## config.mk

```make
export PLATFORM = sky130hd
export DESIGN_NAME = time_set_input_flat
export DESIGN_NICKNAME = d
export VERILOG_FILES = /design/src/rtl/time_set_input_if.sv /design/src/rtl/time_set_input.sv /design/src/flat_wrapper.sv
export SDC_FILE = /design/constraint.sdc
export NUM_CORES = 1
export LEC_CHECK = 0
export CAP_MARGIN = 20
export CORE_MARGIN = 3
export CORE_UTILIZATION = 37
export CTS_BUF_LIST = sky130_fd_sc_hd__clkbuf_16
export DETAILED_ROUTE_END_ITERATION = 8
export GPL_TIMING_DRIVEN = 0
export SLEW_MARGIN = 20
export SYNTH_ARGS = -nofsm -noshare
export SYNTH_HDL_FRONTEND = slang
export SYNTH_SLANG_ARGS = --single-unit
```

## constraint.sdc

```tcl
create_clock -name clk -period 5.75 [get_ports clk]
set_clock_uncertainty 0.1 [all_clocks]
set_input_delay 0.8625 -clock clk [delete_from_list [all_inputs] [get_ports clk]]
set_output_delay 0.8625 -clock clk [all_outputs]
set_load 0.02 [all_outputs]
```

## src/rtl/time_set_input_if.sv

```systemverilog
// time_set_input_if
//   Groups the button, current-time and edit/load signals exchanged between the
//   time-setting front end and the rest of the clock.
//   master : drives raw buttons and cur_* digits, observes edit/load/blank.
//   slave  : the time_set_input block itself.
interface time_set_input_if;
  logic       btn_up;
  logic       btn_down;
  logic       btn_ctr;
  logic       btn_left;
  logic       btn_right;
  logic [3:0] cur_min_ones;
  logic [3:0] cur_min_tens;
  logic [3:0] cur_hour_ones;
  logic [3:0] cur_hour_tens;
  logic       editing;
  logic       edit_field;
  logic       load;
  logic [3:0] load_min_ones;
  logic [3:0] load_min_tens;
  logic [3:0] load_hour_ones;
  logic [3:0] load_hour_tens;
  logic [3:0] blank;

  modport master (
    output btn_up, btn_down, btn_ctr, btn_left, btn_right,
    output cur_min_ones, cur_min_tens, cur_hour_ones, cur_hour_tens,
    input  editing, edit_field, load,
    input  load_min_ones, load_min_tens, load_hour_ones, load_hour_tens,
    input  blank
  );

  modport slave (
    input  btn_up, btn_down, btn_ctr, btn_left, btn_right,
    input  cur_min_ones, cur_min_tens, cur_hour_ones, cur_hour_tens,
    output editing, edit_field, load,
    output load_min_ones, load_min_tens, load_hour_ones, load_hour_tens,
    output blank
  );
endinterface

```

## src/rtl/time_set_input.sv

```systemverilog
// time_set_input
//   Push-button front end for the 24-hour clock. Synchronises and debounces the
//   five buttons, auto-repeats up/down, runs the edit FSM (RUN, EDIT_H, EDIT_M,
//   COMMIT) and emits a one-cycle BCD load plus a blink mask for the display.
// Ports:
//   clk       : system clock
//   btn_reset : asynchronous active-low reset
//   bus       : time_set_input_if.slave (buttons, cur_* in; editing,
//               edit_field, load, load_* digits, blank out)
module time_set_input #(
  parameter int DEBOUNCE_CYCLES = 1000000,
  parameter int REPEAT_DELAY    = 50000000,
  parameter int REPEAT_PERIOD   = 15000000,
  parameter int BLINK_CYCLES    = 25000000
) (
  input  logic            clk,
  input  logic            btn_reset,
  time_set_input_if.slave bus
);

  localparam int DEB_W   = $clog2(DEBOUNCE_CYCLES + 1);
  localparam int HOLD_W  = $clog2(((REPEAT_DELAY > REPEAT_PERIOD) ? REPEAT_DELAY : REPEAT_PERIOD) + 1);
  localparam int BLINK_W = $clog2(BLINK_CYCLES + 1);

  localparam logic [DEB_W-1:0]   DEB_LAST     = DEB_W'(DEBOUNCE_CYCLES - 1);
  localparam logic [HOLD_W-1:0]  HOLD_DELAY   = HOLD_W'(REPEAT_DELAY);
  localparam logic [HOLD_W-1:0]  HOLD_PERIOD  = HOLD_W'(REPEAT_PERIOD);
  localparam logic [BLINK_W-1:0] BLINK_LAST   = BLINK_W'(BLINK_CYCLES - 1);

  localparam logic [1:0] RUN    = 2'd0;
  localparam logic [1:0] EDIT_H = 2'd1;
  localparam logic [1:0] EDIT_M = 2'd2;
  localparam logic [1:0] COMMIT = 2'd3;

  // Button order: 0 up, 1 down, 2 ctr, 3 left, 4 right.
  logic [4:0]       w_raw;
  logic [4:0]       r_sync1;
  logic [4:0]       r_sync2;
  logic [4:0]       r_stable;
  logic [4:0]       r_stableD;
  logic [DEB_W-1:0] r_debCnt [5];
  logic [4:0]       w_press;

  assign w_raw   = {bus.btn_right, bus.btn_left, bus.btn_ctr, bus.btn_down, bus.btn_up};
  assign w_press = r_stable & ~r_stableD;

  // Synchroniser plus debounce: stable only flips once sync has disagreed with
  // it for DEBOUNCE_CYCLES consecutive cycles.
  always_ff @(posedge clk or negedge btn_reset) begin
    if (!btn_reset) begin
      r_sync1   <= '0;
      r_sync2   <= '0;
      r_stable  <= '0;
      r_stableD <= '0;
      for (int i = 0; i < 5; i++) r_debCnt[i] <= '0;
    end else begin
      r_sync1   <= w_raw;
      r_sync2   <= r_sync1;
      r_stableD <= r_stable;
      for (int i = 0; i < 5; i++) begin
        if (r_sync2[i] == r_stable[i]) begin
          r_debCnt[i] <= '0;
        end else if (r_debCnt[i] == DEB_LAST) begin
          r_stable[i] <= r_sync2[i];
          r_debCnt[i] <= '0;
        end else begin
          r_debCnt[i] <= r_debCnt[i] + 1'b1;
        end
      end
    end
  end

  // Hold counters for up/down. The counter is 0 on the press cycle; the first
  // repeat fires at REPEAT_DELAY, then the counter restarts at 1 so each later
  // repeat lands exactly REPEAT_PERIOD cycles after the previous one.
  logic [HOLD_W-1:0] r_holdCnt [2];
  logic [1:0]        r_rep;
  logic [1:0]        w_repFire;

  always_comb begin
    w_repFire = '0;
    for (int i = 0; i < 2; i++)
      w_repFire[i] = r_stable[i] && (r_holdCnt[i] == (r_rep[i] ? HOLD_PERIOD : HOLD_DELAY));
  end

  always_ff @(posedge clk or negedge btn_reset) begin
    if (!btn_reset) begin
      r_holdCnt[0] <= '0;
      r_holdCnt[1] <= '0;
      r_rep        <= '0;
    end else begin
      for (int i = 0; i < 2; i++) begin
        if (!r_stable[i]) begin
          r_holdCnt[i] <= '0;
          r_rep[i]     <= 1'b0;
        end else if (w_repFire[i]) begin
          r_holdCnt[i] <= HOLD_W'(1);
          r_rep[i]     <= 1'b1;
        end else begin
          r_holdCnt[i] <= r_holdCnt[i] + 1'b1;
        end
      end
    end
  end

  logic w_evUp, w_evDown, w_evCtr, w_evToggle;
  assign w_evUp     = w_press[0] | w_repFire[0];
  assign w_evDown   = w_press[1] | w_repFire[1];
  assign w_evCtr    = w_press[2];
  assign w_evToggle = w_press[3] | w_press[4];

  logic [1:0] r_state;
  logic [3:0] r_hourTens, r_hourOnes, r_minTens, r_minOnes;
  logic       w_editing, w_doCapture, w_doCommit, w_doToggle, w_doAdjust;
  logic       w_hourValid, w_minValid;

  // One action per cycle: ctr beats left/right, which beat up/down; up and down
  // together cancel.
  assign w_editing   = (r_state == EDIT_H) || (r_state == EDIT_M);
  assign w_doCapture = (r_state == RUN) && w_evCtr;
  assign w_doCommit  = w_editing && w_evCtr;
  assign w_doToggle  = w_editing && !w_evCtr && w_evToggle;
  assign w_doAdjust  = w_editing && !w_evCtr && !w_evToggle && (w_evUp ^ w_evDown);

  assign w_hourValid = ((bus.cur_hour_tens < 4'd2) && (bus.cur_hour_ones <= 4'd9)) ||
                       ((bus.cur_hour_tens == 4'd2) && (bus.cur_hour_ones <= 4'd3));
  assign w_minValid  = (bus.cur_min_tens <= 4'd5) && (bus.cur_min_ones <= 4'd9);

  function automatic logic [7:0] stepHour(input logic [7:0] h, input logic up);
    logic [7:0] v;
    if (up) begin
      if (h == 8'h23)             v = 8'h00;
      else if (h[3:0] == 4'd9)    v = {h[7:4] + 4'd1, 4'd0};
      else                        v = {h[7:4], h[3:0] + 4'd1};
    end else begin
      if (h == 8'h00)             v = 8'h23;
      else if (h[3:0] == 4'd0)    v = {h[7:4] - 4'd1, 4'd9};
      else                        v = {h[7:4], h[3:0] - 4'd1};
    end
    return v;
  endfunction

  function automatic logic [7:0] stepMin(input logic [7:0] m, input logic up);
    logic [7:0] v;
    if (up) begin
      if (m[3:0] == 4'd9)         v = {((m[7:4] == 4'd5) ? 4'd0 : m[7:4] + 4'd1), 4'd0};
      else                        v = {m[7:4], m[3:0] + 4'd1};
    end else begin
      if (m[3:0] == 4'd0)         v = {((m[7:4] == 4'd0) ? 4'd5 : m[7:4] - 4'd1), 4'd9};
      else                        v = {m[7:4], m[3:0] - 4'd1};
    end
    return v;
  endfunction

  // Edit FSM and edit registers. Invalid captured fields fall back to 00.
  always_ff @(posedge clk or negedge btn_reset) begin
    if (!btn_reset) begin
      r_state    <= RUN;
      r_hourTens <= '0;
      r_hourOnes <= '0;
      r_minTens  <= '0;
      r_minOnes  <= '0;
    end else begin
      case (r_state)
        RUN: begin
          if (w_doCapture) begin
            r_state    <= EDIT_H;
            r_hourTens <= w_hourValid ? bus.cur_hour_tens : 4'd0;
            r_hourOnes <= w_hourValid ? bus.cur_hour_ones : 4'd0;
            r_minTens  <= w_minValid  ? bus.cur_min_tens  : 4'd0;
            r_minOnes  <= w_minValid  ? bus.cur_min_ones  : 4'd0;
          end
        end
        EDIT_H, EDIT_M: begin
          if (w_doCommit) begin
            r_state <= COMMIT;
          end else if (w_doToggle) begin
            r_state <= (r_state == EDIT_H) ? EDIT_M : EDIT_H;
          end else if (w_doAdjust) begin
            if (r_state == EDIT_H)
              {r_hourTens, r_hourOnes} <= stepHour({r_hourTens, r_hourOnes}, w_evUp);
            else
              {r_minTens, r_minOnes} <= stepMin({r_minTens, r_minOnes}, w_evUp);
          end
        end
        COMMIT: r_state <= RUN;
      endcase
    end
  end

  // Blink phase restarts visible whenever a field is entered or adjusted, so
  // the user always sees the new value immediately.
  logic               r_phase;
  logic [BLINK_W-1:0] r_blinkCnt;
  logic               w_blinkForce;
  assign w_blinkForce = w_doCapture || w_doToggle || w_doAdjust;

  always_ff @(posedge clk or negedge btn_reset) begin
    if (!btn_reset) begin
      r_phase    <= 1'b0;
      r_blinkCnt <= '0;
    end else if (w_blinkForce) begin
      r_phase    <= 1'b0;
      r_blinkCnt <= '0;
    end else if (r_blinkCnt == BLINK_LAST) begin
      r_phase    <= ~r_phase;
      r_blinkCnt <= '0;
    end else begin
      r_blinkCnt <= r_blinkCnt + 1'b1;
    end
  end

  assign bus.editing        = w_editing;
  assign bus.edit_field     = (r_state == EDIT_M);
  assign bus.load           = (r_state == COMMIT);
  assign bus.load_hour_tens = r_hourTens;
  assign bus.load_hour_ones = r_hourOnes;
  assign bus.load_min_tens  = r_minTens;
  assign bus.load_min_ones  = r_minOnes;
  assign bus.blank          = ((r_state == EDIT_H) && r_phase) ? 4'b1100 :
                              ((r_state == EDIT_M) && r_phase) ? 4'b0011 : 4'b0000;

endmodule

```

## src/flat_wrapper.sv

```systemverilog
// flat-port wrapper written by rule: the top's interface ports become plain ports
module time_set_input_flat 
#(
  parameter int DEBOUNCE_CYCLES = 1000000,
  parameter int REPEAT_DELAY    = 50000000,
  parameter int REPEAT_PERIOD   = 15000000,
  parameter int BLINK_CYCLES    = 25000000
)
  (clk, btn_reset, bus_btn_up, bus_btn_down, bus_btn_ctr, bus_btn_left, bus_btn_right, bus_cur_min_ones, bus_cur_min_tens, bus_cur_hour_ones, bus_cur_hour_tens, bus_editing, bus_edit_field, bus_load, bus_load_min_ones, bus_load_min_tens, bus_load_hour_ones, bus_load_hour_tens, bus_blank);
  time_set_input_if bus_i ();
  input  logic clk;
  input  logic btn_reset;
  input wire logic [$bits(bus_i.btn_up)-1:0] bus_btn_up;
  input wire logic [$bits(bus_i.btn_down)-1:0] bus_btn_down;
  input wire logic [$bits(bus_i.btn_ctr)-1:0] bus_btn_ctr;
  input wire logic [$bits(bus_i.btn_left)-1:0] bus_btn_left;
  input wire logic [$bits(bus_i.btn_right)-1:0] bus_btn_right;
  input wire logic [$bits(bus_i.cur_min_ones)-1:0] bus_cur_min_ones;
  input wire logic [$bits(bus_i.cur_min_tens)-1:0] bus_cur_min_tens;
  input wire logic [$bits(bus_i.cur_hour_ones)-1:0] bus_cur_hour_ones;
  input wire logic [$bits(bus_i.cur_hour_tens)-1:0] bus_cur_hour_tens;
  output wire logic [$bits(bus_i.editing)-1:0] bus_editing;
  output wire logic [$bits(bus_i.edit_field)-1:0] bus_edit_field;
  output wire logic [$bits(bus_i.load)-1:0] bus_load;
  output wire logic [$bits(bus_i.load_min_ones)-1:0] bus_load_min_ones;
  output wire logic [$bits(bus_i.load_min_tens)-1:0] bus_load_min_tens;
  output wire logic [$bits(bus_i.load_hour_ones)-1:0] bus_load_hour_ones;
  output wire logic [$bits(bus_i.load_hour_tens)-1:0] bus_load_hour_tens;
  output wire logic [$bits(bus_i.blank)-1:0] bus_blank;
  assign bus_i.btn_up = bus_btn_up;
  assign bus_i.btn_down = bus_btn_down;
  assign bus_i.btn_ctr = bus_btn_ctr;
  assign bus_i.btn_left = bus_btn_left;
  assign bus_i.btn_right = bus_btn_right;
  assign bus_i.cur_min_ones = bus_cur_min_ones;
  assign bus_i.cur_min_tens = bus_cur_min_tens;
  assign bus_i.cur_hour_ones = bus_cur_hour_ones;
  assign bus_i.cur_hour_tens = bus_cur_hour_tens;
  assign bus_editing = bus_i.editing;
  assign bus_edit_field = bus_i.edit_field;
  assign bus_load = bus_i.load;
  assign bus_load_min_ones = bus_i.load_min_ones;
  assign bus_load_min_tens = bus_i.load_min_tens;
  assign bus_load_hour_ones = bus_i.load_hour_ones;
  assign bus_load_hour_tens = bus_i.load_hour_tens;
  assign bus_blank = bus_i.blank;
  time_set_input #(.DEBOUNCE_CYCLES(DEBOUNCE_CYCLES), .REPEAT_DELAY(REPEAT_DELAY), .REPEAT_PERIOD(REPEAT_PERIOD), .BLINK_CYCLES(BLINK_CYCLES)) u_core (.clk(clk), .btn_reset(btn_reset), .bus(bus_i));
endmodule
```

==> qor.yml <==
status: "finished clean"
antenna_found_initial: 0
met1_length_um: 11270
grt_pass1_vias: 8204
yosysMostFrequentCell: "nor2_1"
die_w_um: 179.5
cts_made_buffers: 27
worstSetupStartpointType: "flip-flop"
worst_pin_slew_ps: 829.7
p_per_area_nw_per_um2: 255.3
yosysWarnings: 0
io_buffer_count: 45
switching_share: 0.2132
drv_slew: 0
clk-insertion-delay-late_ps: 520
synth_edf_count: 0
wl_met3_um: 908
num_antenna_cells: 0
drive_gt1_frac: 0.05414
std_cell_rows: 62
wl_met2_um: 9743
synthCells: 1162
min_period_ps: 3415
rsz0062_at_grt: "no"
grt_max_degree: 90
drtIter0Drc: 589
cp_max_fo: 4
setup_viol: 0
htreeDepth: 1
synth_ff_type: "dfrtp_1"
synth_seq_cells: 218
p_switching_mw: 0.7075
synth_common_cells: "222 x nor2_1, 218 x dfrtp_1, 98 x xor2_1"
die_h_um: 179.5
cts_sinks: 218
gr-total-overflow: 0
postCtsHoldBufs: 0
hold_class: "primary input to asynchronous set/reset pin"
core_um2: 29170
firstDrtPassIters: 6
cts_setup_buffers: 0
final_hold_viol_count: 0
cp.required_ps: 4790
leakage_nw: 5.539
path_common_cell: "inv_1"
crit_buf_inv: 4
grt_pass1_wl_um: 39460
total_power_mw: 3.318
crit_type: "flip-flop to output port"
synth_seq_area_share: 0.4901
pre_cts_slack_ps: 2731
synthDistinctLibCells: 73
syn_area_um2: 11130
end_kind: "output port"
ir_drop_mv: 0.2024
cts_tree: "built"
cp_top_family: "buffers and inverters"
syn_to_final_growth_pct: 16.75
wl_per_cell_um: 13.60
start_util: 0.3816
finalCritPeriodShare: 0.5939
synth.net_count: 1209
top_layer_used: "met4"
maxSlewHeadroom: 0.4458
critPathMaxStageDelay_ps: 580
globalplace.congestion: 0.8494
fin_nets: 1285
clkTransAtPathRegs_ps: 50
avgSynthCellArea_um2: 9.580
grt_use_total: 0.1384
ios: 46
yosys-top-cells-area: "dfrtp_1 49%, xor2_1 7.7%, nor2_1 7.5%"
cp_cell_sequence: "inv_1 -> ha_1 -> inv_1 -> nor2_1 -> and2_1 -> buf_4 -> clkdlybuf4s50_1"
clockBufferDepth: 3
pwr-share-comb: 0.032
setup_slack_ps: 2335
yosysTopAreaCell: "dfrtp_1"
hpwl_um: 15340
crit_slowest_cell: "clkdlybuf4s50_1"
dieArea_um2: 32200
ant_nets: 0
p_int_mw: 2.610
worst_ep_arrival_time_ps: 2450
cts_resized: 0
drc_errors: 0
power_frac_seq: 0.471
max_cap_violations: 0
viasPerCell: 5.062
fmax_ghz: 0.2929
wl_um: 22300
root_buffer: "clkbuf_16"
synth_top_area_share: 0.4901
clkPwrFrac: 0.497
synthArstFlopShare: 1.000
vias: 8301
[power groups by stage]
| stage | clock network, mW | logic (mW) | registers [mW] |
|---|---|---|---|
| 2_1_floorplan | 0 | 0.0387 | 1.59 |
| 3_3_place_gp | 0 | 0.103 | 1.59 |
| 3_5_place_dp | 0 | 0.109 | 1.59 |
| 4_1_cts | 1.70 | 0.110 | 1.56 |
| 5_1_grt | 1.78 | 0.122 | 1.56 |
| 6_report | 1.65 | 0.105 | 1.56 |
[worst paths after layout]
path	slack (ps)	cells past startpoint	start	to
min in group clk	250	0	u_core.r_sync1[4]$_DFF_PN0_	u_core.r_sync2[4]$_DFF_PN0_
hold reg to reg	250	0	u_core.r_sync1[4]$_DFF_PN0_	u_core.r_sync2[4]$_DFF_PN0_
max in group asynchronous	4240	3	btn_reset	u_core.r_blinkCnt[3]$_DFF_PN0_
setup reg to reg	2730	8	u_core.r_holdCnt[35]$_DFF_PN0_	u_core.bus.load_min_tens[2]$_DFFE_PN0P_
setup / recovery	2340	7	u_core.r_state[0]$_DFFE_PN0P_	bus_blank[1]
hold / removal	130	1	btn_reset	u_core.r_debCnt[89]$_DFF_PN0_
[per-layer routing]
| metal | vias to the layer above | GRT usage |
|---|---|---|
| li1 | 4136 | - |
| met1 | 3983 | 0.2000 |
| met2 | 154 | 0.2206 |
| met3 | 28 | 0.02284 |
| met4 | 0 | 0.02939 |
| met5 | - | 0 |
[kinds of logic (layout without fill, tap and decap cells)]
logic type	after synthesis	after routing	synth area share
DFF	218	218	0.4901
adders and majority gates	24	24	0.02698
muxes	14	14	0.01383
buffers and inverters	77	171	0.02810
and+or+nand+nor	561	561	0.2464
AOI/OAI and AO/OA	103	103	0.06418
xor gates and xnor gates	165	165	0.1305
[per-stage QoR]
step	utilization	cell area (um2)	hold slack [ps]	TNS [ps]	cells
floorplan	-	11130	231.2	0	1162
global placement	0.4136	12060	238.1	-1286330	1591
detailed placement	0.4158	12130	234.7	0	1593
CTS	0.4456	13000	131.4	0	1640
global route	0.4456	13000	147.6	0	1640
finish	0.4456	13000	131.3	0	1640
[flip-flops by register name, summed over array words and instances, names as in the netlist]
name	flops
u_core.bus.load_hour_tens	4
u_core.r_holdCnt	52
u_core.bus.load_min_ones	4
u_core.bus.load_hour_ones	4
u_core.bus.load_min_tens	4
u_core.r_sync2	5
u_core.r_sync1	5
u_core.r_blinkCnt	25
u_core.r_stable	5
u_core.r_phase	1
u_core.r_debCnt	100
u_core.r_stableD	5
u_core.r_state	2
u_core.r_rep	2
[placed cells by master (no fill, tap or decap), types with 21 or more instances in the layout]
master | netlist | final
a21oi_1 | 27 | 27
and3_1 | 45 | 45
clkbuf_1 | 23 | 23
clkbuf_16 | 0 | 27
clkdlybuf4s50_1 | 0 | 44
dfrtp_1 | 218 | 218
ha_1 | 24 | 24
inv_1 | 44 | 51
nand2_1 | 83 | 83
nand3_1 | 86 | 86
nand4_1 | 27 | 27
nor2_1 | 222 | 222
o21ai_0 | 21 | 21
xnor2_1 | 66 | 66
xor2_1 | 98 | 98
[area by class of cell]
| cell class | count | area [um2] |
|---|---|---|
| Buffer | 33 | 147.6 |
| Clock buffer | 27 | 675.6 |
| Clock inverter | 20 | 191.4 |
| Fill cell | 2845 | 16170 |
| Inverter | 44 | 165.2 |
| Multi-Input combinational cell | 867 | 5370 |
| Sequential cell | 218 | 5455 |
| Tap cell | 384 | 480.5 |
| Timing Repair Buffer | 47 | 510.5 |
Power figures use the tool's default switching activity.
